`src/rtl/pipe_hazard_ctrl.sv`:
```
// pipe_hazard_ctrl: stall/flush sequencer for the 5-stage MIPS pipeline.
// Resolves halt, outstanding data access, redirect, load-use and fetch miss
// in fixed priority and drives the pipeline register WEN/flush controls.
// Optional build macro HAZARD_PERF_CNT_EN adds stall/flush event counters.
module pipe_hazard_ctrl #(
  parameter int unsigned LU_STALL_CYCLES = 1,
  parameter int unsigned WAIT_LIMIT      = 255
) (
  input  logic       CLK,
  input  logic       nRST,
  input  logic       ihit,
  input  logic       dhit,
  input  logic       exmem_MemRead,
  input  logic       exmem_MemWrite,
  input  logic       idex_MemRead,
  input  logic [4:0] idex_rt,
  input  logic [4:0] ifid_rs,
  input  logic [4:0] ifid_rt,
  input  logic       redirect,
  input  logic       halt_wb,
  output logic       pc_WEN,
  output logic       ifid_WEN,
  output logic       idex_WEN,
  output logic       exmem_WEN,
  output logic       memwb_WEN,
  output logic       ifid_flush,
  output logic       idex_flush,
  output logic       exmem_flush,
  output logic       halted,
  output logic       wd_err
`ifdef HAZARD_PERF_CNT_EN
  ,
  output logic [31:0] stall_cycles,
  output logic [31:0] flush_events
`endif
);

  typedef enum logic [1:0] {RUN, LUSTALL, DWAIT, HALT} state_t;

  localparam logic [2:0] LU_LAST   = 3'(LU_STALL_CYCLES - 1);
  localparam logic [7:0] WAIT_LIM8 = 8'(WAIT_LIMIT);

  // Enable vector order: {pc, ifid, idex, exmem, memwb}; flush: {ifid, idex, exmem}
  localparam logic [4:0] EN_ALL  = 5'b11111;
  localparam logic [4:0] EN_LU   = 5'b00011;
  localparam logic [2:0] FL_LU   = 3'b010;

  state_t     state, state_n;
  logic [2:0] lu_cnt, lu_cnt_n;
  logic [7:0] wt_cnt, wt_cnt_n;
  logic       halted_n, wd_err_n;
  logic [4:0] en;
  logic [2:0] fl;
  logic       redir_apply;
  logic       lu, dreq;

  assign lu   = idex_MemRead && (idex_rt != 5'd0) &&
                ((idex_rt == ifid_rs) || (idex_rt == ifid_rt));
  assign dreq = exmem_MemRead || exmem_MemWrite;

  // Next-state, counter and raw enable/flush decode in priority order
  always_comb begin
    state_n     = state;
    lu_cnt_n    = lu_cnt;
    wt_cnt_n    = wt_cnt;
    halted_n    = halted;
    wd_err_n    = wd_err;
    en          = EN_ALL;
    fl          = '0;
    redir_apply = 1'b0;
    case (state)
      RUN: begin
        if (halt_wb) begin
          en       = '0;
          halted_n = 1'b1;
          state_n  = HALT;
        end else if (dreq && !dhit) begin
          en       = '0;
          wt_cnt_n = 8'd1;
          state_n  = DWAIT;
        end else if (redirect) begin
          fl          = '1;
          redir_apply = 1'b1;
        end else if (lu) begin
          en = EN_LU;
          fl = FL_LU;
          if (LU_STALL_CYCLES > 1) begin
            lu_cnt_n = 3'd1;
            state_n  = LUSTALL;
          end
        end else if (!ihit) begin
          en[4] = 1'b0;
          fl[2] = 1'b1;
        end
      end
      LUSTALL: begin
        if (halt_wb) begin
          en       = '0;
          halted_n = 1'b1;
          lu_cnt_n = '0;
          state_n  = HALT;
        end else if (dreq && !dhit) begin
          en       = '0;
          wt_cnt_n = 8'd1;
          lu_cnt_n = '0;
          state_n  = DWAIT;
        end else begin
          en = EN_LU;
          fl = FL_LU;
          if (lu_cnt == LU_LAST) begin
            lu_cnt_n = '0;
            state_n  = RUN;
          end else if (lu_cnt != 3'd7) begin
            lu_cnt_n = lu_cnt + 3'd1;
          end
        end
      end
      DWAIT: begin
        en = '0;
        if (dhit) begin
          en       = EN_ALL;
          wt_cnt_n = '0;
          state_n  = RUN;
          if (redirect) begin
            fl          = '1;
            redir_apply = 1'b1;
          end
        end else if (wt_cnt == WAIT_LIM8) begin
          wd_err_n = 1'b1;
          halted_n = 1'b1;
          state_n  = HALT;
        end else if (wt_cnt != 8'hFF) begin
          wt_cnt_n = wt_cnt + 8'd1;
        end
      end
      HALT: begin
        en       = '0;
        halted_n = 1'b1;
      end
      default: begin
        en      = '0;
        state_n = RUN;
      end
    endcase
  end

  // State, counters and sticky flags; cleared asynchronously by nRST
  always_ff @(posedge CLK or negedge nRST) begin
    if (!nRST) begin
      state  <= RUN;
      lu_cnt <= '0;
      wt_cnt <= '0;
      halted <= 1'b0;
      wd_err <= 1'b0;
    end else begin
      state  <= state_n;
      lu_cnt <= lu_cnt_n;
      wt_cnt <= wt_cnt_n;
      halted <= halted_n;
      wd_err <= wd_err_n;
    end
  end

  // Reset holds every register frozen and bubble-free regardless of state
  assign pc_WEN      = nRST & en[4];
  assign ifid_WEN    = nRST & en[3];
  assign idex_WEN    = nRST & en[2];
  assign exmem_WEN   = nRST & en[1];
  assign memwb_WEN   = nRST & en[0];
  assign ifid_flush  = nRST & fl[2];
  assign idex_flush  = nRST & fl[1];
  assign exmem_flush = nRST & fl[0];

`ifdef HAZARD_PERF_CNT_EN
  // Saturating counts of PC-stall cycles (excluding HALT) and redirect cycles
  always_ff @(posedge CLK or negedge nRST) begin
    if (!nRST) begin
      stall_cycles <= '0;
      flush_events <= '0;
    end else begin
      if (!en[4] && (state != HALT) && (stall_cycles != '1))
        stall_cycles <= stall_cycles + 32'd1;
      if (redir_apply && (flush_events != '1))
        flush_events <= flush_events + 32'd1;
    end
  end
`else
  logic unused_perf;
  assign unused_perf = redir_apply;
`endif

endmodule

```
`config.mk`:
```
export PLATFORM = sky130hd
export DESIGN_NAME = pipe_hazard_ctrl
export DESIGN_NICKNAME = d
export VERILOG_FILES = /design/src/rtl/pipe_hazard_ctrl.sv
export SDC_FILE = /design/constraint.sdc
export NUM_CORES = 1
export LEC_CHECK = 0
export CELL_PAD_IN_SITES_DETAIL_PLACEMENT = 1
export CELL_PAD_IN_SITES_GLOBAL_PLACEMENT = 1
export CORE_UTILIZATION = 35
export DETAILED_ROUTE_END_ITERATION = 12
export GPL_TIMING_DRIVEN = 1
export HOLD_SLACK_MARGIN = 0.12
export PLACE_DENSITY = 0.77
export SYNTH_ARGS = -nofsm -noshare
export SYNTH_HDL_FRONTEND = slang
export SYNTH_SLANG_ARGS = --single-unit
```
`constraint.sdc`:
```
create_clock -name CLK -period 1.9 [get_ports CLK]
set_input_delay 0.285 -clock CLK [delete_from_list [all_inputs] [get_ports CLK]]
set_output_delay 0.285 -clock CLK [all_outputs]
set_load 0.01 [all_outputs]
```
=== Word level (Yosys, flattened, before mapping) ===
Index checks and enable logic that the tools add are counted.

* Input port bits: 24
* Bits in registers: 15
* Word-level logic and storage cells: 95
* Output and inout bits: 10

* Bitwise gates (word level): 9
* Equality and inequality tests: 18
* $add $sub $neg: 2
* Multiplexer cells: 43
* Reductions and logical operators: 18

{| class="wikitable"
|+ Operators with widths
! operator !! number
|-
| $mux W8 || 5
|-
| $mux W3 || 9
|-
| $mux W2 || 12
|-
| $mux W5 || 4
|-
| $pmux W5 S4 || 1
|-
| $pmux W8 S2 || 1
|-
| $ne A3 B3 Y1 const B || 5
|-
| $eq A5 B5 Y1 || 2
|-
| $pmux W3 S3 || 1
|-
| $add A8 B1 Y8 const B || 1
|-
| $and A1 B1 Y1 || 8
|-
| $eq A8 B8 Y1 const B || 1
|-
| $ne A8 B8 Y1 const B || 1
|-
| $mux W1 || 7
|-
| $ne A2 B2 Y1 const B || 3
|-
| $pmux W2 S3 || 1
|-
| $reduce_and A3 Y1 || 2
|-
| $reduce_and A5 Y1 || 1
|-
| $reduce_bool A5 Y1 || 1
|-
| $eq A2 B2 Y1 const B || 2
|-
| $mux W4 || 1
|-
| $ne A2 B1 Y1 const B || 2
|-
| $ne A4 B4 Y1 const B || 1
|-
| $reduce_and A4 Y1 || 1
|-
| 14 further kinds || 17
|}

=== Depth between registers and ports, before layout ===
Gate-level depths: netlist of the first run.

* Depth after elaboration: 9
* Mapped depth: 8

=== Worst setup path after synthesis of the first run ===
Ideal clock, no wire load.

* Path kind: register -> output
* Start point: register state[0]
* End point: output idex_flush
* Required time: 1.615 ns
* Slack: -0.048 ns
* Buffers on the path: 1
* Arrival time: 1.663 ns
* Stages on the path, launching flop included: 8
* Cells stage by stage: dfrtp_1 > inv_1 > ha_1 > clkbuf_1 > a21oi_1 > nor3_1 > a31o_2 > a41o_1

* Word-level cells in the longest chain between the ends: 3
* Elaborated cells on any way between the ends: 5
* Classes of those cells: eq/ne: 2; mux: 1; bitwise: 1; reduce/logical: 1

{| class="wikitable"
|+ Ends and longest elaborated chain
! item !! line !! source
|-
| start, declared || 48 || <nowiki>state_t state, state_n;</nowiki>
|-
| start signal, assigned || 156 || <nowiki>state <= state_n;</nowiki>
|-
| $eq A2 B2 Y1 (tied with other cells) || 71 || <nowiki>case (state)</nowiki>
|-
| $pmux W3 S3 * || 71 ||
|-
| $and A1 B1 Y1 * || 171 || <nowiki>assign idex_flush = nRST & fl[1];</nowiki>
|-
| end, declared || 27 || <nowiki>output logic idex_flush,</nowiki>
|}

Mark *: on every way between the ends. The rest lies on a longest branch, timed or not.

=== Final worst setup path of the first run ===
Same ends and word-level chain as after synthesis.

==> results of run 1 <==
==> final timing paths <==
path	start	endpoint	depth (start not counted)
hold / removal	nRST	wt_cnt[7]	2
setup reg to reg	state[0]	wt_cnt[7]	7
setup / recovery	state[0]	idex_flush	7
hold reg to reg	halted	halted	1
min in group CLK	halted	halted	1
max in group asynchronous	nRST	state[0]	2
==> flip-flops by register name (all words and copies together), names as in the netlist <==
name	cells
halted	1
lu_cnt	3
state	2
wd_err	1
wt_cnt	8
==> through the flow <==
stage	utilization, %	cells	power [W]	TNS (ns)
finish	58.4	260	0.00213	-0.660
global route	58.4	260	0.00231	-1.54
CTS	56.9	259	0.00201	-0.554
detailed placement	53.1	248	0.00161	-5.52
global placement	53.1	248	0.00155	-4.47
floorplan	-	150	0.00108	0
==> critical path, stage by stage (launching register included) <==
cell	delay, ns
dfrtp_2	0.45
inv_4	0.07
ha_4	0.19
a21oi_2	0.17
nor3_2	0.07
a31o_2	0.21
a41o_1	0.20
buf_2	0.13
==> metal layers <==
| metal | vias up | routed length (µm) | global-route usage, % |
|---|---|---|---|
| met4 | 0 | 53 | 10.5 |
| met2 | 19 | 2380 | 47.4 |
| li1 | 662 | - | - |
| met1 | 656 | 1810 | 27.4 |
| met3 | 6 | 106 | 3.57 |
| met5 | - | 0 | 0 |
==> layout make-up <==
class                   instances  area (µm²)
multi-input cells             122         936
clock buffers                   4        26.3
flip-flops and latches         15         377
well taps                      46        57.6
fillers                       420        1400
inverters                       6        25.0
repair buffers                 67         544
==> power by group <==
group / leakage [nW] / switching (W) / internal [W]
clock: 0.0150 / 0.000106 / 0.0000817
sequential: 0.195 / 0.0000770 / 0.000390
combinational: 0.679 / 0.000702 / 0.000770
total: 0.888 / 0.000885 / 0.00124
==> cells in the final DEF (no fill, tap or decap), types with 3 or more instances in the layout <==
cell type | netlist | final
dlygate4sd2_1 | 0 | 7
a21oi_2 | 0 | 3
buf_2 | 3 | 9
clkdlybuf4s15_1 | 0 | 3
clkbuf_4 | 0 | 3
nor2_1 | 9 | 6
inv_1 | 6 | 5
ha_4 | 0 | 3
nand4_1 | 3 | 3
a21oi_1 | 13 | 10
buf_6 | 0 | 4
clkdlybuf4s50_1 | 0 | 13
nand3_1 | 5 | 5
xor2_1 | 6 | 6
nand2b_1 | 5 | 4
buf_4 | 2 | 31
nand2_1 | 17 | 16
ha_1 | 9 | 5
dfrtp_1 | 15 | 14
xnor2_1 | 4 | 4
o21ai_0 | 11 | 9
==> cells by family (layout without fill, tap and decap cells) <==
group / count (synthesis) / count (layout) / synth area share (%)
adders and majority gates: 9 / 9 / 9.13
buffers and inverters: 13 / 77 / 4.87
xor gates and xnor gates: 10 / 10 / 7.10
AOI/OAI and AO/OA: 47 / 47 / 25.6
and+or+nand+nor: 56 / 56 / 22.9
DFF: 15 / 15 / 30.4
==> repair_timing <==
item                                    CTS  global route
endpoints found under the setup margin    9            13
buffers inserted                          8             1
pin swaps                                14             4
gates resized for setup                  80            11
==> impl_metrics.ini, run 1 <==
[yosys]
synth.net_count = 183
synth_area_per_cell_um2 = 8.22
yosysSeqAreaShare_pct = 30.4
synth_edf_count = 0
yosys.area.top_type_share_pct = 30.4
synth_seq_cells = 15
syn_inst = 150
synth_warnings = 0
synthFlopType = dfrtp_1
synthTopCellsByCount = nand2_1, dfrtp_1, a21oi_1
synth_most_common_cell = nand2_1
synth_top_area_cell = dfrtp_1
synth.top_cells.by_area = dfrtp_1, ha_1, a21oi_1, nand2_1, o21ai_0
synth.distinct_cells = 41
async_flop_share_pct = 100
synth.cell_area_um2 = 1230

[sta]
fin_ws_ns = -0.169
holdWs_ns = 0.395
period_minus_slack_ns = 2.07
fmax_mhz = 483
fin_skew_ns = 0.00462
tightest_slew_ns = 0.355
min_period_over_period_pct = 109
slew_viol_final = 0
rsz0062_at_grt = true
final-setup-viol-count = 7
slew-limit-headroom_pct = 76.4
timing.final.hold_violations = 0

[global_routing]
grt_pass1_vias = 1453
grt_max_degree = 20
grt_use_total_pct = 24.9
antenna_found_initial = 0
grt_overflow_total = 0
grt_pass1_wl_um = 6740

[clocking]
cts.sinks = 15
h-tree-depth = 1
clkLatencyLatePin_ns = 0.29
cts_buffers = 3
path_clk_slew_ns = 0.09
clockRootBuffer = clkbuf_4
postCtsHoldBufs = 0
max-clock-path-buffers = 2
cts_tree = done

[floorplan]
rows = 21
fp.dieW_um = 61.4
dieArea_um2 = 3770
core-area_um2 = 3360
die_h_um = 61.4
initial_core_util_pct = 36.7
ios = 34

[placed_design]
dpl-instance-area_um2 = 1780
dp_hpwl_um = 3120
place_congestion = 0.771
place_ws_ns = -0.731
port_buffers = 33

[drt]
first_pass_iters = 4
drc = 0
drt-initial-drc-count = 46
totalWireLength_um = 4360
vias_per_cell = 5.17
drtAntennaViolNets = 0
route.vias.total = 1343
avgRoutedWirePerCell_um = 16.8

[final_layout]
drive_gt1_share_pct = 34.6
area_growth_pct = 59.3
nNetsFinal = 248
final_area_um2 = 1970
antenna_cells = 0

[critical_path]
cp-end-kind = output port
path_max_fanout = 6
r2r_slack_ns = 0.06
cp.arrival_ns = 1.78
worstSetupPathType = register to output port
start_kind = register
cp.required_ns = 1.62

[min_path]
hold_path_class = primary input to asynchronous set/reset pin

[power]
power_leakage_nw = 0.888
peakVddDrop_v = 0.000504
power_density_nw_per_um2 = 1080

[outcome]
violations = negative setup slack
status = finished, violations left

[job]
cap_violations = 0
Note: power is estimated with default switching activity, not from simulation.
==> run 2, diff against run 1 <==
ABC_AREA = 0   (was not set)
CORE_UTILIZATION = 31   (was 35)
PLACE_DENSITY = 0.72   (was 0.77)
clock period = 1.7 ns   (was 1.9 ns; I/O delays follow)
==> impl_metrics.ini, run 2 (synthesis results as in run 1) <==
[drt]
first_pass_iters = 4
drtAntennaViolNets = 0
avgRoutedWirePerCell_um = 18.8
totalWireLength_um = 5120
drt-initial-drc-count = 49
drc = 0
route.vias.total = 1420
vias_per_cell = 5.22

[final_layout]
drive_gt1_share_pct = 47.3
final_cells = 272
final_cell_mix = buf_4, nand2_1, clkdlybuf4s50_1, buf_6, dfrtp_1
nNetsFinal = 258
reg_top3 = wt_cnt: 8 flops, lu_cnt: 3 flops, state: 2 flops
largest_register_ffs = 8
top_register = wt_cnt
seqCellArea_um2 = 375
fillerInstances = 427
final_area_um2 = 2280
multiInputGateArea_um2 = 1080
final_common_cell = buf_4
antenna_cells = 0
area_growth_pct = 85.1

[power]
seqPwrFrac_pct = 17.0
p_int_w = 0.00180
power_leakage_nw = 1.02
pwr-share-clk_pct = 9.6
power_w = 0.00306
peakVddDrop_v = 0.000810
p_sw_w = 0.00127
power_density_nw_per_um2 = 1340
swShare_pct = 41.3
comb_power_share_pct = 73.5

[clocking]
path_clk_slew_ns = 0.07
max-clock-path-buffers = 2
cts_tree = done
h-tree-depth = 1
clkLatencyLatePin_ns = 0.25
clockRootBuffer = clkbuf_8
postCtsHoldBufs = 0
cts_buffers = 3
cts.sinks = 15

[placed_design]
placedCellCount = 256
port_buffers = 33
place_congestion = 0.805
dp_hpwl_um = 3180
dpl-instance-area_um2 = 1860
place_ws_ns = -0.856

[outcome]
status = finished, violations left
violations = negative setup slack

[sta]
fin_ws_ns = -0.349
fmax_mhz = 488
period_minus_slack_ns = 2.05
final-setup-viol-count = 16
timing.final.hold_violations = 0
rsz0062_at_grt = true
slew-limit-headroom_pct = 79.7
fin_skew_ns = 0.00424
min_period_over_period_pct = 121
tightest_slew_ns = 0.302
slew_viol_final = 0

[floorplan]
dieArea_um2 = 4240
rows = 22
core-area_um2 = 3740
ios = 34
initial_core_util_pct = 33.0
fp.dieW_um = 65.1
die_h_um = 65.1

[min_path]
hold_path_class = primary input to asynchronous set/reset pin

[critical_path]
crit_path_cell_trace = inv_2 > ha_4 > a31oi_4 > nor3_4 > a31o_2 > a41o_1 > buf_2
critPathMaxStageDelay_ns = 0.45
worstSetupPathType = register to output port
cp-end-kind = output port
path_max_fanout = 6
cp.required_ns = 1.44
worstReg2RegStart = state[0]
rr_worst_depth = 7
start_kind = register
r2r_slack_ns = -0.22
cp.arrival_ns = 1.79
r2r_end = wt_cnt[7]
critPathSlowestCell = dfrtp_1

[job]
cap_violations = 0

[global_routing]
grt_overflow_total = 0
grt_pass1_wl_um = 7220
grt_max_degree = 20
antenna_found_initial = 0
grt_use_total_pct = 22.2
grt_pass1_vias = 1540
## run 2: changes by cell type in the layout (fill, tap and decap cells not counted), moves of 4 or more
cell            before  now
buf_6                4   16
dlymetal6s2s_1       0    4
a21oi_2              3    9
o21ai_0              9    5
dlygate4sd2_1        7    3
a21oi_1             10    2
## run 2: worst max path at each step
stage          startpoint          to  slack (ns)  depth (start not counted)
6_report         state[0]  idex_flush       -0.35                          7
2_1_floorplan    state[1]  idex_flush       -0.03                          7
3_3_place_gp   idex_rt[2]  idex_flush       -0.77                          7
3_5_place_dp   idex_rt[2]  idex_flush       -0.86                          7
4_1_cts          state[0]  idex_flush       -0.28                          7
5_1_grt          state[0]  idex_flush       -0.41                          7
## run 2: layout make-up
class | instances | share of cell area, %
multi-input combinational | 122 | 47.2
timing repair buffer | 77 | 30.7
sequential | 15 | 16.4
tap | 48 | 2.63
clock buffer | 3 | 1.81
inverter | 6 | 0.986
clock inverter | 1 | 0.219
## run 2: through the flow
stage          TNS (ns)  utilization, %  hold slack, ns
2_1_floorplan   -0.0281               -         -0.0406
6_report          -2.44            61.0           0.385
5_1_grt           -3.57            61.0           0.427
3_5_place_dp      -7.06            49.8           0.459
4_1_cts           -2.19            53.4           0.384
3_3_place_gp      -6.38            49.8           0.452
## run 2: routing by layer
| metal | global-route usage (%) | vias up | part of all wire [%] |
|---|---|---|---|
| li1 | - | 687 | - |
| met1 | 25.0 | 704 | 41 |
| met2 | 43.5 | 23 | 56 |
| met3 | 2.29 | 6 | 1.7 |
| met4 | 5.71 | 0 | 1.6 |
| met5 | 0 | - | 0 |
## run 2: power by group through the flow
stage	clock, W	combinational (W)	sequential [W]
6_report	0.000293	0.00225	0.000520
5_1_grt	0.000318	0.00239	0.000530
4_1_cts	0.000300	0.00161	0.000508
3_5_place_dp	0	0.00136	0.000516
3_3_place_gp	0	0.00131	0.000505
2_1_floorplan	0	0.000771	0.000498
## run 2: worst max-delay path: cells and delay by family (launching register included)
| family | cells | cell delay (ns) |
|---|---|---|
| flip-flops | 1 | 0.45 |
| buffers and inverters | 2 | 0.24 |
| AO/OA/AOI/OAI | 3 | 0.57 |
| AND/OR/NAND/NOR | 1 | 0.07 |
| adder cells (fa/ha/maj) | 1 | 0.21 |
## run 2: repair_timing
item,4_1_cts,5_1_grt
buffers inserted,5,8
gates resized for setup,60,58
pin swaps,9,25
endpoints found under the setup margin,18,18
==> run 3, diff against run 2 <==
CTS_CLUSTER_SIZE = 30   (was not set)
==> results of run 3 <==
Same layout as run 2: the final DEF is identical, and so are final timing and power.
==> edit, RTL diff (config.mk and constraints of run 1) <==
Encoding of `state_t`: now one-hot (4 bits for 4 states).
--- a/src/rtl/pipe_hazard_ctrl.sv
+++ b/src/rtl/pipe_hazard_ctrl.sv
@@ -35,7 +35,7 @@
 `endif
 );
 
-  typedef enum logic [1:0] {RUN, LUSTALL, DWAIT, HALT} state_t;
+  typedef enum logic [3:0] {RUN = 4'b0001, LUSTALL = 4'b0010, DWAIT = 4'b0100, HALT = 4'b1000} state_t;
 
   localparam logic [2:0] LU_LAST   = 3'(LU_STALL_CYCLES - 1);
   localparam logic [7:0] WAIT_LIM8 = 8'(WAIT_LIMIT);
Function: same outputs for any inputs over 10 cycles, from zero or initial values and one cycle with nRST low; not proved beyond that.
==> edit against run 1 <==
The flow still finishes with violations (negative setup slack). Count of clock-buffer cells in the layout unchanged. Final cell count decreased by 24%. Die area is 21% lower. Critical path depth is 2 lower. Largest cell class unchanged. Wire length is 21% lower. Sequential cell count decreased by 2. Maximum frequency is 6.5% higher. Area after synthesis down 21%. Via count decreased by 20%. Design area down 20%. Setup slack improved by 0.13 ns.
Power is not compared: it rests on default switching activity, and its combinational part moved more than twofold at a synthesized area within 25%.
==> edit: results (changes against run 1) <==
[place]
place_area_um2 = 1460  ; -18%
pre_cts_ws_ns = -0.705  ; +0.0263 ns
gp_congestion = 0.746  ; -3.2%
dp.cells = 190  ; -23%
place_hpwl_um = 2490  ; -20%

[synth]
synthTopCellsByArea = dfrtp_1, xor2_1, xnor2_1
yosysUniqueCellTypes = 41  ; unchanged
synth_common_cells = nor2_1, dfrtp_1, nand2_1
ys_seq_area_share_pct = 33.6  ; +3.2 points
synthCells = 111  ; -26%
synth_fp_nets = 136  ; -26%

[routing]
drt-total-wl_um = 3440  ; -21%
vias_per_cell = 5.42  ; +5.0%
initialDrtViolationCount = 12  ; -74%
vias = 1068  ; -20%

[grt]
grt_pass1_wl_um = 5280  ; -22%
first_global_vias = 1154  ; -21%
grt_max_degree = 14  ; -30%
grt.total_usage_pct = 25.0  ; +0.11 points

[final_layout]
drive_above_1_share_pct = 37.7  ; +3.1 points
reg_top3 = wt_cnt: 8 flops, state: 3 flops

[timing]
setup_violations = 3  ; -4
setup_tns_ns = -0.108  ; +0.552 ns
skew_ns = 0.0127  ; +0.00804 ns
hold_ws_ns = 0.337  ; -0.0579 ns
fin_ws_ns = -0.0428  ; +0.126 ns
relSlewSlack_pct = 75.8  ; -0.58 points

[run_status]
status = finished with violations
failed_checks = negative setup slack

[worst_setup_path]
crit_end = ifid_flush
worstRegToRegCells = 8  ; +1
worstReg2RegStart = state[0]
reg2reg_to = wt_cnt[4]
r2r_slack_ns = 0.10  ; +0.04 ns
startpoint = state[0]
crit_family = flip-flops
worstPathArrival_ns = 1.66  ; -0.12 ns
cp_slowest_cell = dfstp_2
path_max_fanout = 3  ; -3
critPathMaxStageDelay_ns = 0.55  ; +0.10 ns

[clock_network]
cts_setup_buffers = 2  ; -6
cts-resized-gates = 68  ; -15%

[power]
p_leak_nw = 0.690

## edit: cell type report
type / instances / area (um2)
timing repair buffer: 55 / 439
inverter: 3 / 11.3
fill: 303 / 982
clock buffer: 4 / 26.3
tap: 30 / 37.5
sequential: 13 / 327
multi-input combinational: 92 / 722
## edit: routing by layer
metal  track usage, %  routed length [um]  vias to the layer above
met5                0                   0                        -
met4             3.85                  29                        0
met3             6.39                 162                        4
met2             44.8                1790                       25
met1             30.0                1460                      524
li1                 -                   -                      515
## edit: kinds of logic after synthesis
family                   synth area share, %
AO/OA/AOI/OAI                           20.0
XOR/XNOR                                14.4
adder cells (fa/ha/maj)                 1.29
buffers and inverters                   3.22
flip-flops                              33.6
multiplexers                            1.16
AND/OR/NAND/NOR                         26.3
## edit: worst register-to-register path, cell delays in order, from the launching register on
cell	delay (ns)
dfstp_2	0.55
nor3b_4	0.20
buf_4	0.13
buf_4	0.09
buf_4	0.11
nand2_4	0.08
o32ai_1	0.34
xnor2_1	0.16
nor2_1	0.05
